$ cat config.mk
export PLATFORM = sky130hd
export DESIGN_NAME = mem_stage_ctrl_flat
export DESIGN_NICKNAME = d
export VERILOG_FILES = /design/src/rtl/mem_stage_pkg.sv /design/src/rtl/mem_stage_if.sv /design/src/rtl/mem_stage_align.sv /design/src/rtl/mem_stage_ctrl.sv /design/src/flat_wrapper.sv
export SDC_FILE = /design/constraint.sdc
export NUM_CORES = 2
export LEC_CHECK = 0
export BUFFER_PORTS_ARGS = -buffer_cell sky130_fd_sc_hd__buf_2
export CELL_PAD_IN_SITES_DETAIL_PLACEMENT = 0
export CELL_PAD_IN_SITES_GLOBAL_PLACEMENT = 1
export CORE_UTILIZATION = 40
export CTS_CLUSTER_SIZE = 10
export DETAILED_ROUTE_END_ITERATION = 16
export HOLD_SLACK_MARGIN = 0.02
export PLACE_DENSITY = 0.65
export SKIP_LAST_GASP = 1
export SYNTH_ARGS = -nofsm -noshare
export SYNTH_HDL_FRONTEND = slang
export SYNTH_SLANG_ARGS = --single-unit
$ cat constraint.sdc
create_clock -name clk -period 30.3 [get_ports clk]
set_clock_uncertainty 0.15 [all_clocks]
set_input_delay 3.03 -clock clk [delete_from_list [all_inputs] [get_ports clk]]
set_output_delay 3.03 -clock clk [all_outputs]
set_load 0.01 [all_outputs]
$ cat src/rtl/mem_stage_pkg.sv
// Shared encodings and helpers for the multi-cycle data-memory stage.
package mem_stage_pkg;

  localparam logic [2:0] F3_LB  = 3'b000;
  localparam logic [2:0] F3_LH  = 3'b001;
  localparam logic [2:0] F3_LW  = 3'b010;
  localparam logic [2:0] F3_LBU = 3'b100;
  localparam logic [2:0] F3_LHU = 3'b101;
  localparam logic [2:0] F3_SB  = 3'b000;
  localparam logic [2:0] F3_SH  = 3'b001;
  localparam logic [2:0] F3_SW  = 3'b010;

  localparam int CNT_W = 4;

  typedef enum logic [1:0] {IDLE, BUSY, DONE} state_t;
  typedef enum logic [1:0] {SZ_BYTE, SZ_HALF, SZ_WORD} size_t;

  // Loads and stores decode funct3 differently: unknown store codes fall back to sw.
  function automatic size_t access_size(input logic is_store, input logic [2:0] f3);
    size_t sz;
    sz = SZ_WORD;
    if (is_store) begin
      case (f3)
        F3_SB:   sz = SZ_BYTE;
        F3_SH:   sz = SZ_HALF;
        F3_SW:   sz = SZ_WORD;
        default: sz = SZ_WORD;
      endcase
    end else begin
      case (f3)
        F3_LB, F3_LBU: sz = SZ_BYTE;
        F3_LH, F3_LHU: sz = SZ_HALF;
        F3_LW:         sz = SZ_WORD;
        default:       sz = SZ_WORD;
      endcase
    end
    return sz;
  endfunction

endpackage

$ cat src/rtl/mem_stage_if.sv
// Execute-side request bus and load/stall responses of the memory stage.
interface mem_stage_if;
  logic [31:0] address;
  logic [31:0] writedata;
  logic        memread;
  logic        memwrite;
  logic [2:0]  funct3;
  logic [31:0] readdata;
  logic        rvalid;
  logic        stall;
  logic        misalign;

  modport master (
    output address, writedata, memread, memwrite, funct3,
    input  readdata, rvalid, stall, misalign
  );

  modport slave (
    input  address, writedata, memread, memwrite, funct3,
    output readdata, rvalid, stall, misalign
  );
endinterface

$ cat src/rtl/mem_stage_align.sv
// Lane extract/extend for loads and byte/half merge for stores.
// MEM_STAGE_MISALIGN_EN enables detection of misaligned half/word accesses.
module mem_stage_align
  import mem_stage_pkg::*;
(
  input  logic        is_store,
  input  logic [2:0]  funct3,
  input  logic [1:0]  byte_off,
  input  logic [31:0] mem_word,
  input  logic [31:0] wdata,
  output logic [31:0] load_data,
  output logic [31:0] store_word,
  output logic        misaligned
);

  size_t       size;
  logic        is_unsigned;
  logic [7:0]  byte_sel;
  logic [15:0] half_sel;

  always_comb begin
    size        = access_size(is_store, funct3);
    is_unsigned = (funct3 == F3_LBU) || (funct3 == F3_LHU);
    byte_sel    = mem_word[{byte_off, 3'b000} +: 8];
    half_sel    = mem_word[{byte_off[1], 4'b0000} +: 16];

    load_data  = mem_word;
    store_word = mem_word;
    case (size)
      SZ_BYTE: begin
        load_data = is_unsigned ? {24'h0, byte_sel} : {{24{byte_sel[7]}}, byte_sel};
        store_word[{byte_off, 3'b000} +: 8] = wdata[7:0];
      end
      SZ_HALF: begin
        load_data = is_unsigned ? {16'h0, half_sel} : {{16{half_sel[15]}}, half_sel};
        store_word[{byte_off[1], 4'b0000} +: 16] = wdata[15:0];
      end
      default: begin
        load_data  = mem_word;
        store_word = wdata;
      end
    endcase

`ifdef MEM_STAGE_MISALIGN_EN
    misaligned = ((size == SZ_HALF) && byte_off[0]) ||
                 ((size == SZ_WORD) && (byte_off != 2'b00));
`else
    misaligned = 1'b0;
`endif
  end

endmodule

$ cat src/rtl/mem_stage_ctrl.sv
// Multi-cycle data-memory stage: wait-state FSM, stall generation and word storage.
// Optional MEM_STAGE_MISALIGN_EN turns misaligned half/word accesses into misalign pulses.
module mem_stage_ctrl
  import mem_stage_pkg::*;
#(
  parameter int DEPTH       = 128,
  parameter int WAIT_CYCLES = 2
) (
  input  logic        clk,
  input  logic        rst,
  mem_stage_if.slave  bus
);

  localparam int IDX_W = (DEPTH > 1) ? $clog2(DEPTH) : 1;

  state_t            state_q, state_d;
  logic [CNT_W-1:0]  cnt_q, cnt_d;
  logic [31:0]       addr_q, addr_d;
  logic [31:0]       wdata_q, wdata_d;
  logic [2:0]        f3_q, f3_d;
  logic              store_q, store_d;
  logic              load_q, load_d;
  logic [31:0]       readdata_q, readdata_d;
  logic              rvalid_q, rvalid_d;
  logic              misalign_q, misalign_d;

  logic              req, accept, complete, wr_en;
  logic [31:0]       cur_addr, cur_wdata;
  logic [2:0]        cur_f3;
  logic              cur_store, cur_load;
  logic [IDX_W-1:0]  idx;
  logic [31:0]       words [DEPTH];
  logic [31:0]       rd_word, load_data, store_word;
  logic              misaligned;

  assign req    = bus.memread | bus.memwrite;
  assign accept = (state_q == IDLE) && req;

  // With zero wait states completion happens on the accept edge, so use live inputs then.
  assign cur_addr  = accept ? bus.address   : addr_q;
  assign cur_wdata = accept ? bus.writedata : wdata_q;
  assign cur_f3    = accept ? bus.funct3    : f3_q;
  assign cur_store = accept ? bus.memwrite  : store_q;
  assign cur_load  = accept ? (bus.memread & ~bus.memwrite) : load_q;
  assign idx       = IDX_W'(cur_addr[31:2] % 30'(DEPTH));
  assign rd_word   = words[idx];

  mem_stage_align u_align (
    .is_store   (cur_store),
    .funct3     (cur_f3),
    .byte_off   (cur_addr[1:0]),
    .mem_word   (rd_word),
    .wdata      (cur_wdata),
    .load_data  (load_data),
    .store_word (store_word),
    .misaligned (misaligned)
  );

  always_comb begin
    state_d    = state_q;
    cnt_d      = cnt_q;
    addr_d     = addr_q;
    wdata_d    = wdata_q;
    f3_d       = f3_q;
    store_d    = store_q;
    load_d     = load_q;
    readdata_d = readdata_q;
    rvalid_d   = 1'b0;
    misalign_d = 1'b0;
    complete   = 1'b0;

    case (state_q)
      IDLE: begin
        if (req) begin
          addr_d  = bus.address;
          wdata_d = bus.writedata;
          f3_d    = bus.funct3;
          store_d = bus.memwrite;
          load_d  = bus.memread & ~bus.memwrite;
          if (WAIT_CYCLES == 0) begin
            state_d  = DONE;
            complete = 1'b1;
          end else begin
            state_d = BUSY;
            cnt_d   = CNT_W'(WAIT_CYCLES - 1);
          end
        end
      end
      BUSY: begin
        if (cnt_q == '0) begin
          state_d  = DONE;
          complete = 1'b1;
        end else begin
          cnt_d = cnt_q - 1'b1;
        end
      end
      DONE:    state_d = IDLE;
      default: state_d = IDLE;
    endcase

    if (complete) begin
      if (misaligned) begin
        misalign_d = 1'b1;
      end else if (cur_load) begin
        readdata_d = load_data;
        rvalid_d   = 1'b1;
      end
    end
  end

  assign wr_en = complete & cur_store & ~misaligned;

  always_ff @(posedge clk) begin
    if (!rst) begin
      state_q    <= IDLE;
      cnt_q      <= '0;
      addr_q     <= '0;
      wdata_q    <= '0;
      f3_q       <= '0;
      store_q    <= 1'b0;
      load_q     <= 1'b0;
      readdata_q <= '0;
      rvalid_q   <= 1'b0;
      misalign_q <= 1'b0;
    end else begin
      state_q    <= state_d;
      cnt_q      <= cnt_d;
      addr_q     <= addr_d;
      wdata_q    <= wdata_d;
      f3_q       <= f3_d;
      store_q    <= store_d;
      load_q     <= load_d;
      readdata_q <= readdata_d;
      rvalid_q   <= rvalid_d;
      misalign_q <= misalign_d;
    end
  end

  // Storage powers up as word i = i and is deliberately untouched by reset.
  for (genvar gi = 0; gi < DEPTH; gi++) begin : g_word
    logic [31:0] word_q = 32'(gi);
    always_ff @(posedge clk) begin
      if (rst && wr_en && (idx == IDX_W'(gi))) begin
        word_q <= store_word;
      end
    end
    assign words[gi] = word_q;
  end

  assign bus.readdata = readdata_q;
  assign bus.rvalid   = rvalid_q;
  assign bus.misalign = misalign_q;
  assign bus.stall    = accept || (state_q == BUSY);

endmodule

$ cat src/flat_wrapper.sv
// flat-port wrapper written by rule: the top's interface ports become plain ports
module mem_stage_ctrl_flat import mem_stage_pkg::*;
#(
  parameter int DEPTH       = 128,
  parameter int WAIT_CYCLES = 2
)
  (clk, rst, bus_address, bus_writedata, bus_memread, bus_memwrite, bus_funct3, bus_readdata, bus_rvalid, bus_stall, bus_misalign);
  mem_stage_if bus_i ();
  input  logic clk;
  input  logic rst;
  input wire logic [$bits(bus_i.address)-1:0] bus_address;
  input wire logic [$bits(bus_i.writedata)-1:0] bus_writedata;
  input wire logic [$bits(bus_i.memread)-1:0] bus_memread;
  input wire logic [$bits(bus_i.memwrite)-1:0] bus_memwrite;
  input wire logic [$bits(bus_i.funct3)-1:0] bus_funct3;
  output wire logic [$bits(bus_i.readdata)-1:0] bus_readdata;
  output wire logic [$bits(bus_i.rvalid)-1:0] bus_rvalid;
  output wire logic [$bits(bus_i.stall)-1:0] bus_stall;
  output wire logic [$bits(bus_i.misalign)-1:0] bus_misalign;
  assign bus_i.address = bus_address;
  assign bus_i.writedata = bus_writedata;
  assign bus_i.memread = bus_memread;
  assign bus_i.memwrite = bus_memwrite;
  assign bus_i.funct3 = bus_funct3;
  assign bus_readdata = bus_i.readdata;
  assign bus_rvalid = bus_i.rvalid;
  assign bus_stall = bus_i.stall;
  assign bus_misalign = bus_i.misalign;
  mem_stage_ctrl #(.DEPTH(DEPTH), .WAIT_CYCLES(WAIT_CYCLES)) u_core (.clk(clk), .rst(rst), .bus(bus_i));
endmodule
Word-level counts from Yosys, hierarchy flattened
Index checks and enable logic that the tools add are counted.

Register bits: 4181. Output and inout bits: 35. Logic and storage cells: 458.

$add $sub $neg: 3. $lt $le $gt $ge: 1. Eq/ne operators: 135. Shifts and indexed selects: 6. Multiplexer cells: 26. Bitwise gates (word level): 5. Reductions and logical operators: 145.

Operators with widths (count): == test 7 bit, second input constant (64); binary-select mux 32 bit (select 7 bit) (1); == test 7 x 6 -> 1 bit, second input constant (32); two-way mux 32 bit (5); logical AND 1 bit (130); case mux 32 bit (2 select lines) (2); == test 7 x 5 -> 1 bit, second input constant (16); bitwise mux 32 bit (2); == test 7 x 4 -> 1 bit, second input constant (8); variable shift 16 x 7 -> 32 bit, first input constant (1); variable shift 8 x 7 -> 32 bit, first input constant (1); variable part select 16 x 7 -> 32 bit (1); variable part select 32 x 6 -> 16 bit (1); variable part select 32 x 6 -> 8 bit (1); variable part select 8 x 7 -> 32 bit (1); == test 7 x 3 -> 1 bit, second input constant (4); == test 7 x 2 -> 1 bit, second input constant (2); negator 5 -> 7 bit (2); case mux 2 bit (2 select lines) (3); two-way mux 9 bit (1); greater-or-equal comparator 8 bit, second input constant (1); two-way mux 4 bit (2); NOT 7 -> 8 bit (1); case mux 4 bit (2 select lines) (1); other kinds (22) (38).

Logic depth before layout (Yosys ltp)
Depth in word-level cells: 10. Depth in mapped cells: 20.

Cells and area by module
A second synthesis with hierarchy kept.

Cells, all modules: 10557. Area, all modules: 165993.0 µm².

Modules (own cells, without submodules): mem_stage_ctrl (times used 1, cells an instance 10309, area an instance 164445.2 µm²); mem_stage_align (times used 1, cells an instance 248, area an instance 1547.7 µm²).

Worst setup path after synthesis
OpenSTA, ideal clock, no wires.

Path kind: input-to-reg. Start: input bus_memwrite. End: register u_core.g_word[0].word_q[28], data pin. Setup time: 1.240 ns. Arrival time: 11.830 ns. Required time: 28.910 ns. Slack: 17.080 ns. Stages: 16. Cells stage by stage: or2_1 > buf_6 > nand2_2 > buf_4 > buf_2 > buf_2 > mux2i_1 > clkbuf_1 > clkbuf_1 > ha_1 > or4_1 > clkbuf_1 > o21ai_0 > a21oi_1 > o21ai_0 > a21boi_0.

Word-level cells in the longest chain between the ends: 9.

Ends and longest elaborated chain: start, declared (line flat_wrapper.sv:14) `input wire logic [$bits(bus_i.memwrite)-1:0] bus_memwrite;`; branches (longest 8 deep; another with negator 5 -> 7 bit); case mux 32 bit (2 select lines) (*) (line mem_stage_align.sv:29) `case (size)`; named net u_core.store_word[28] (line mem_stage_ctrl.sv:33) `logic [31:0] rd_word, load_data, store_word;`; end signal, assigned (line mem_stage_ctrl.sv:144) `word_q <= store_word;`; end, declared (line mem_stage_ctrl.sv:141) `logic [31:0] word_q = 32'(gi);`.

Mark *: on every way through the listed nets, which the timed path passes. The select of a mux whose other input is x is not followed. A chain may end at the register's enable or synchronous reset.

Worst setup path after layout
Start: input bus_memwrite. End: register u_core.g_word[116].word_q[29], data pin.

Word-level cells in the longest chain between the ends: 9.

Ends and longest elaborated chain (line): branches (longest 8 deep; another with negator 5 -> 7 bit); case mux 32 bit (2 select lines) (*) (mem_stage_align.sv:29); named net u_core.store_word[29] (mem_stage_ctrl.sv:33); end signal, assigned (mem_stage_ctrl.sv:144); end, declared (mem_stage_ctrl.sv:141).

Marked as above.

==> out/results.tsv <==
stage	metric	value	unit
layout	final_common_cell	sky130_fd_sc_hd__edfxtp_1	
yosys	async_flop_share	0	%
clocking	post-cts-setup-buffers	0	
setup_path	slowest_stage	sky130_fd_sc_hd__o21ai_1	
yosys	netlist_instances	8320	
timing	timing.final.ws_setup	18.44	ns
layout	final_layout_size_suffix_gt1_share	24.0	%
clocking	tritoncts_clock_tree	done	
setup_path	timing.critical_path.required	30.81	ns
layout	layout.filler_cells	34100	
clocking	htree_depth	5	
route	avgRoutedWirePerCell	39.1	microns
setup_path	timing.critical_path.mode_cell	sky130_fd_sc_hd__buf_4	
setup_path	critical_path.endpoint_type	register	
timing	clock.fmax	84.3	MHz
yosys	synth_largest_area_cell	sky130_fd_sc_hd__edfxtp_1	
layout	design.final.nets	8841	
timing	finalCritPeriodShare	39.2	%
min_path	hp-class	register to register	
pwr	peak_vdd_ir	0.0576	mV
clocking	clock_tree.buffer_depth	4	
floorplan	die_area	412000	sq um
floorplan	initial_cell_density_of_the_core	40.2	%
pwr	power	15.0	mW
yosys	ys_ff_latch	4181	
pwr	power_density	80.8	nW/um^2
yosys	synth_edf_count	4096	
place	gp_congestion	0.934	
yosys	yosys_warnings	0	
place	place.detailed.hpwl	327	mm
timing	max-slew-margin-rel	-5.62	%
yosys	synthTopCellsByArea	sky130_fd_sc_hd__edfxtp_1, sky130_fd_sc_hd__mux4_2, sky130_fd_sc_hd__nand2_1, sky130_fd_sc_hd__mux2i_1, sky130_fd_sc_hd__dfxtp_1	
route	via_per_inst	6.35	
setup_path	critical-path-max-stage-delay	1.06	ns
floorplan	std_cell_rows	234	
place	postPlaceCellArea	173000	sq um
timing	drv_slew	9	
place	place_worst_setup_slack	17.63	ns
route	drt_iter0_markers	14600	
clocking	ctsResizeCount	0	
setup_path	critical_path_buf_inv_count	8	
setup_path	worst_path_dominant_cell_family	buffers and inverters	
setup_path	crit_path_cell_trace	buf_2 -> or2_2 -> buf_4 -> nand3_2 -> nand2_4 -> buf_12 -> buf_12 -> buf_4 -> buf_4 -> mux4_2 -> mux2i_1 -> o211ai_1 -> o2111ai_1 -> o21ai_1 -> a21oi_1 -> o221ai_4 -> buf_4 -> buf_4	
floorplan	floorplan.core_area	407000	sq um
timing	finalHoldViolations	0	
floorplan	boundaryPins	106	
layout	sequential_cell_area	125000	sq um
route	ant_nets	0	
timing	period_needed	11.86	ns
place	io_buffer_count	81	
setup_path	setup.worst_path.start_class	input pin	
layout	final_cell_mix	sky130_fd_sc_hd__edfxtp_1, sky130_fd_sc_hd__mux4_2, sky130_fd_sc_hd__nand2_1, sky130_fd_sc_hd__clkbuf_16, sky130_fd_sc_hd__buf_4	
grt	initial_antenna_violation_count	52	
clocking	clock_insertion_delay_worst_skew	1.03	ns
floorplan	die_h	642	microns
timing	fin_setup_tns	0	ns
yosys	synth_fp_nets	8397	
grt	number_of_global_route_vias_before_repair	87800	
status	violations	max-capacitance violations, max-slew violations	
run	max_cap_violations	3	
grt	global_route.usage.total	26.7	%
setup_path	critical_path_arrival	12.38	ns
clocking	cts_buffers	461	
yosys	dominantRegCellSynth	sky130_fd_sc_hd__edfxtp_1	
route	routed-via-count	91000	
route	drt_wl_total	561	mm
grt	grt_max_degree	121	
status	outcome	finished, violations left	
timing	grt_setup_unrepaired	false	
grt	grt_pass1_wl	754	mm
setup_path	criticalPathCategory	input pin to register	
pwr	p_leak	57.5	nW
route	detail_route.first_pass.iterations	8	
clocking	number_of_sinks_handled_by_clock_tree_synthesis	4181	
clocking	clk_pin_slew_worst_paths	0.05	ns
yosys	synth_top_area_share	75.1	%
layout	multi_input_comb_area	37700	sq um
floorplan	die_width	642	microns
timing	worst-slew-pin-transition	1.57	ns
yosys	synth.avg_cell_area	19.7	sq um
layout	areaGrowthSynthToFinish	13.1	%
clocking	hold_buffers_post_cts	0	
route	post-route-drc-count	0	
grt	grt_overflow	0	
layout	final_std_cell_area_no_fill	185000	sq um
yosys	synth_sequential_area_ratio	76.1	%
yosys	post_synth_instance_area	164000	sq um
yosys	ys_types	92	
setup_path	crit_path_max_fanout	94	
timing	timing.final.setup_violations	0	
clocking	clock_tree.root_cell	sky130_fd_sc_hd__clkbuf_16	
-- state kept, by name (all words and copies together), names as in the netlist --
register	cells
u_core.f3_q	3
u_core.wdata_q	32
u_core.bus.rvalid	1
u_core.load_q	1
u_core.bus.readdata	32
u_core.addr_q	9
u_core.g_word.word_q	4096
u_core.state_q	2
u_core.store_q	1
u_core.cnt_q	4
-- through the flow --
step                      hold slack [ns]  cells  utilization, %
after floorplan                     0.286   8320               -
after global placement              0.318  13700            42.5
after detailed placement            0.324  13700            42.5
after CTS                           0.333  14300            45.5
after global routing                0.354  14300            45.5
final                               0.331  14300            45.5
-- worst min-delay path: cells and delay by family (launching register included) --
kind | cells | cell delay [ns]
flops | 1 | 0.32
simple gates | 1 | 0.06
compound gates | 1 | 0.06
-- cell families after synthesis --
group | after synthesis | share of synthesized area (%)
DFF | 4181 | 76.1
and+or+nand+nor | 1588 | 4.39
muxes | 1145 | 13.8
AOI/OAI and AO/OA | 884 | 3.79
buffers and inverters | 513 | 1.86
adders and majority gates | 6 | 0.0458
xor gates and xnor gates | 2 | 0.0107
other | 1 | 0.00229
-- per-layer routing --
layer | GRT usage, % | routed length (microns) | vias up | part of all wire [%]
met5 | 0 | 70 | - | 0.012
met2 | 40.5 | 251000 | 6215 | 45
li1 | - | - | 35000 | -
met3 | 7.03 | 68800 | 1239 | 12
met1 | 35.7 | 208000 | 48500 | 37
met4 | 13.4 | 32900 | 8 | 5.9
-- final cells by class --
cell class	instances	share of cell area (%)
Antenna cell	32	0.0432
Clock buffer	531	6.41
Clock inverter	35	0.280
Inverter	13	0.0263
Multi-Input combinational cell	3626	20.3
Sequential cell	4181	67.3
Tap cell	5428	3.67
Timing Repair Buffer	481	1.92
-- worst paths after layout --
check / from / end / slack (ns) / cells after the start
worst max register to register: u_core.state_q[0] / u_core.g_word[116].word_q[29] / 20.40 / 16
worst max-delay path: bus_memwrite / u_core.g_word[116].word_q[29] / 18.44 / 18
worst min register to register: u_core.f3_q[2] / u_core.f3_q[2] / 0.33 / 2
worst min-delay path: u_core.f3_q[2] / u_core.f3_q[2] / 0.33 / 2
-- Yosys cell counts, drive strengths merged, types with 8 or more instances --
master / count
o2111ai: 14
nand3: 238
o22a: 19
a21oi: 114
o32ai: 10
edfxtp: 4096
dfxtp: 85
and3: 93
nor2: 279
clkbuf: 159
o221ai: 17
mux4: 881
a2111oi: 8
nand2: 740
nand4: 67
o21ai: 106
buf: 341
nand2b: 62
o22ai: 103
a221oi: 10
mux2: 11
o211ai: 55
o21bai: 8
a311oi: 21
a21o: 14
a211oi: 120
mux2i: 253
nor4: 28
a211o: 15
or2: 11
inv: 13
nor3: 37
o31ai: 21
a31oi: 61
and2: 12
a32oi: 15
a22o: 9
a22oi: 94
-- power by group --
group | leakage (nW) | internal [mW] | switching (mW)
registers | 37.8 | 7.17 | 0.00908
logic | 13.7 | 0.673 | 2.24
clock network | 6.03 | 2.73 | 2.16
Note: power is estimated with default switching activity, not from simulation.
